`config.mk`:
```
export PLATFORM = sky130hd
export DESIGN_NAME = upc_sequencer
export DESIGN_NICKNAME = d
export VERILOG_FILES = /design/src/rtl/upc_sequencer.sv
export SDC_FILE = /design/constraint.sdc
export NUM_CORES = 1
export LEC_CHECK = 0
export ABC_AREA = 1
export CORE_MARGIN = 10
export CORE_UTILIZATION = 28
export DETAILED_ROUTE_END_ITERATION = 10
export PLACE_DENSITY_LB_ADDON = 0.15
export SETUP_SLACK_MARGIN = 0.1
export SLEW_MARGIN = 15
export SYNTH_ARGS = -nofsm -noshare
export SYNTH_HDL_FRONTEND = slang
export SYNTH_SLANG_ARGS = --single-unit
export TNS_END_PERCENT = 30
```
`constraint.sdc`:
```
create_clock -name clk -period 2.3 [get_ports clk]
set_clock_uncertainty 0.15 [all_clocks]
set_input_delay 0.46 -clock clk [delete_from_list [all_inputs] [get_ports clk]]
set_output_delay 0.46 -clock clk [all_outputs]
set_load 0.03 [all_outputs]
```
`src/rtl/upc_sequencer.sv`:
```
// Microprogram sequencer: registered micro-PC with conditional branching,
// a LIFO return stack for CALL/RET, and sticky stack overflow/underflow flags.
module upc_sequencer #(
    parameter int UPC_W = 5,
    parameter int DEPTH = 4,
    parameter int NCOND = 4
) (
    input  logic                       clk,
    input  logic                       reset,
    input  logic [2:0]                 op,
    input  logic [UPC_W-1:0]           target,
    input  logic [$clog2(NCOND)-1:0]   cond_sel,
    input  logic [NCOND-1:0]           cond,
    input  logic                       stall,
    input  logic                       err_clr,
    output logic [UPC_W-1:0]           upc,
    output logic [$clog2(DEPTH):0]     sp,
    output logic                       stack_full,
    output logic                       stack_empty,
    output logic                       ovf_err,
    output logic                       unf_err
);

    localparam int SP_W  = $clog2(DEPTH) + 1;
    localparam int IDX_W = $clog2(DEPTH);

    typedef enum logic [2:0] {
        OP_NEXT    = 3'd0,
        OP_JUMP    = 3'd1,
        OP_JMPT    = 3'd2,
        OP_JMPF    = 3'd3,
        OP_CALL    = 3'd4,
        OP_RET     = 3'd5,
        OP_HOLD    = 3'd6,
        OP_RESTART = 3'd7
    } op_t;

    logic [UPC_W-1:0] stack_mem [DEPTH];

    op_t              op_dec;
    logic [UPC_W-1:0] inc;
    logic             cond_bit;
    logic [IDX_W-1:0] push_idx;
    logic [IDX_W-1:0] pop_idx;
    logic [SP_W-1:0]  sp_plus;
    logic [SP_W-1:0]  sp_minus;

    logic [UPC_W-1:0] next_upc;
    logic [SP_W-1:0]  next_sp;
    logic             push_en;
    logic             ovf_set;
    logic             unf_set;

    assign op_dec      = op_t'(op);
    assign inc         = upc + UPC_W'(1);
    assign cond_bit    = cond[cond_sel];
    assign sp_plus     = sp + SP_W'(1);
    assign sp_minus    = sp - SP_W'(1);
    assign push_idx    = sp[IDX_W-1:0];
    assign pop_idx     = sp_minus[IDX_W-1:0];
    assign stack_full  = (sp == SP_W'(DEPTH));
    assign stack_empty = (sp == '0);

    // Next micro-PC, stack pointer and error-set decisions for the current op.
    always_comb begin
        next_upc = upc;
        next_sp  = sp;
        push_en  = 1'b0;
        ovf_set  = 1'b0;
        unf_set  = 1'b0;
        unique case (op_dec)
            OP_NEXT: next_upc = inc;
            OP_JUMP: next_upc = target;
            OP_JMPT: next_upc = cond_bit ? target : inc;
            OP_JMPF: next_upc = cond_bit ? inc : target;
            OP_CALL: begin
                if (stack_full) begin
                    next_upc = inc;
                    ovf_set  = 1'b1;
                end else begin
                    next_upc = target;
                    next_sp  = sp_plus;
                    push_en  = 1'b1;
                end
            end
            OP_RET: begin
                if (stack_empty) begin
                    next_upc = '0;
                    unf_set  = 1'b1;
                end else begin
                    next_upc = stack_mem[pop_idx];
                    next_sp  = sp_minus;
                end
            end
            OP_HOLD:    next_upc = upc;
            OP_RESTART: begin
                next_upc = '0;
                next_sp  = '0;
            end
            default:    next_upc = upc;
        endcase
    end

    // Control state; stall freezes everything including err_clr.
    always_ff @(posedge clk or negedge reset) begin
        if (!reset) begin
            upc     <= '0;
            sp      <= '0;
            ovf_err <= 1'b0;
            unf_err <= 1'b0;
        end else if (!stall) begin
            upc     <= next_upc;
            sp      <= next_sp;
            ovf_err <= ovf_set | (ovf_err & ~err_clr);
            unf_err <= unf_set | (unf_err & ~err_clr);
        end
    end

    always_ff @(posedge clk or negedge reset) begin
        if (!reset) begin
            for (int i = 0; i < DEPTH; i++) begin
                stack_mem[i] <= '0;
            end
        end else if (!stall && push_en) begin
            stack_mem[push_idx] <= inc;
        end
    end

endmodule

```
==> results.ini <==
[detailed_routing]
drt-initial-drc-count = 47
routed_wl_mm = 5.400
viasPerCell = 4.272
drc_errors = 0
first_pass_iters = 5
wl_per_cell_um = 12.24
dr_total_vias = 1884
route.antenna.remaining_nets = 0

[finish]
ff_latch_area_um2 = 750.7
final_util_pct = 36.58
drive_above_1_share_pct = 8.116
antennaDiodeCount = 0
fin_nets = 370
multi_input_area_um2 = 1023
final.fill_count = 784
area_delta_synth_final_pct = 26.87

[worst_setup_path]
rr_worst_depth = 11
crit_arrival_ps = 1520
worstPathCellList = clkdlybuf4s50_1
endpoint = upc[0]
startpoint_type = flop
path_depth = 1
max_stage_delay_ps = 740
crit_start = upc[0]
worst-path-max-fanout = 7
cp.required_ps = 1690
r2r-start = sp[1]
path_buf_inv = 1
crit_family = buffers and inverters
r2r_end = upc[4]
slowest_stage = clkdlybuf4s50_1
r2r_slack_ps = 350
cp-end-kind = output port
critPathKind = reg2out

[logic_synthesis]
postSynthAreaPerCell_um2 = 6.436
syn_area_um2 = 1969
ys_ff_latch = 30
synth_area_leaders = dfrtp_1 (38%), nand2_1 (24%), inv_1 (9.0%)
synth_flop_cell = dfrtp_1
syn_nets = 330
synth_cell_type_count = 20
yosysMostFrequentCell = nand2_1
synth_warnings = 0
synth_top_area_share_pct = 38.12
synth-seq-area-share_pct = 38.12
synthTopCellsByCount = nand2_1 (124), inv_1 (47), dfrtp_1 (30), nor2_1 (30), o21ai_0 (26)
postSynth.asyncResetShare_pct = 100.0
yosysTopAreaCell = dfrtp_1
synthCells = 306
synth_edf_count = 0

[power]
p_leak_nw = 1.329
p_per_area_nw_per_um2 = 985.9
power_w = 0.002464
peakVddDrop_mv = 0.2775

[timing]
min_period_over_period_pct = 92.61
fmax_mhz = 469.5
rsz0062_at_grt = no
slew_viol_final = 0
worstMarginPinSlew_ps = 401.7
period_needed_ps = 2130
slew_headroom_pct = 73.22
final-setup-viol-count = 0
tns_ps = 0
hold_viol_final = 0
whs_ps = 332.9

[die]
pin_count = 30
start_util_pct = 28.83
dieArea_um2 = 10790
die_h_um = 103.9
rows = 30
chipWidth_um = 103.9
core-area_um2 = 6832

[grt]
grt_usage_pct = 10.36
grt_pass1_vias = 1829
grt_antenna_before_repair = 0
grt_pass1_wl_mm = 9.197
grt_start_max_net_pins = 31
overflow = 0

[clock_network]
cts_buffer_depth = 2
clkTransAtPathRegs_ps = 60
cts_tree = yes
cts.sinks = 30
insertion_delay_ps = 290
htreeDepth = 2
cts_hold_buf = 0
cts_root_buf = clkbuf_8
numCtsBuffers = 5

[placement]
hpwl_mm = 4.198
place.gp.congestion = 0.8097
io_buffers = 29

[outcome]
status = completed

[worst_hold_path]
hold_path.class = reg2reg

[flow_run]
cap_violations = 0

-- area by class of cell --
type | instances | share of cell area (%)
multi-input combinational | 224 | 40.96
sequential | 30 | 30.05
timing repair buffer | 36 | 13.52
inverter | 49 | 7.361
tap | 96 | 4.807
clock buffer | 6 | 3.305
-- where the power goes --
part | switching, W | internal [W]
combinational | 0.000731 | 0.000432
sequential | 0.000145 | 0.000723
clock | 0.000201 | 0.000230
total | 0.00108 | 0.00139
-- worst min-delay path, delay by kind of cell, from the launching register on --
kind,cells,cell delay (ps)
DFF,1,340
AOI/OAI and AO/OA,1,60
and+or+nand+nor,1,50
-- registers in the layout (all words and copies together), names as in the netlist --
register / cells
stack_mem: 20
upc: 5
sp: 3
ovf_err: 1
unf_err: 1
-- cells in the final DEF, fill, tap and decap left out --
master / count
nand4_1: 1
nor2_1: 29
nand2_1: 124
ha_2: 1
nand3_1: 21
o21ai_1: 2
nor2_4: 4
o31ai_1: 1
inv_1: 47
a21oi_1: 1
nand3_2: 1
clkbuf_8: 6
nand2_2: 5
ha_1: 5
clkdlybuf4s50_1: 27
inv_2: 2
dfrtp_1: 30
o21ai_0: 26
buf_4: 9
xor2_1: 1
o211ai_1: 1
nor3_1: 1
-- layer usage --
layer / vias up / global-route usage [%] / wire, um
met2: 40 / 16.58 / 2397
met4: 0 / 3.280 / 70
li1: 1005 / - / -
met1: 834 / 12.85 / 2636
met3: 5 / 3.346 / 295
met5: - / 0 / 0
-- how the worst min path moves through the flow --
stage                    endpoint  cells after the start  slack (ps)           from
floorplan                 ovf_err                      0          10          reset
global placement     stack_mem[4]                      2         320   stack_mem[4]
detailed placement   stack_mem[4]                      2         320   stack_mem[4]
CTS                 stack_mem[19]                      2         340  stack_mem[19]
global route         stack_mem[9]                      2         360   stack_mem[9]
finish               stack_mem[3]                      2         330   stack_mem[3]
-- metrics by stage --
stage	instance area (um2)	setup WS (ps)	instances
after floorplan	1977	222.6	306
after global placement	2414	82.69	435
after detailed placement	2414	108.7	435
after CTS	2496	135.2	441
after global routing	2499	101.3	441
final	2499	169.9	441
-- repair_timing --
| item | in CTS | in global routing |
|---|---|---|
| setup buffers | 0 | 0 |
| setup endpoints to repair | 0 | 2 |
| gates resized for setup | 0 | 1 |
-- kinds of logic (layout without fill, tap and decap cells) --
logic type	count (synthesis)	count (layout)	synth area share, %
simple gates	186	186	39.07
compound gates	31	31	8.132
xor+xnor	1	1	0.4448
buf+inv	52	91	10.42
flops	30	30	38.12
fa+ha+maj	6	6	3.812
(Power assumes the default switching activity.)
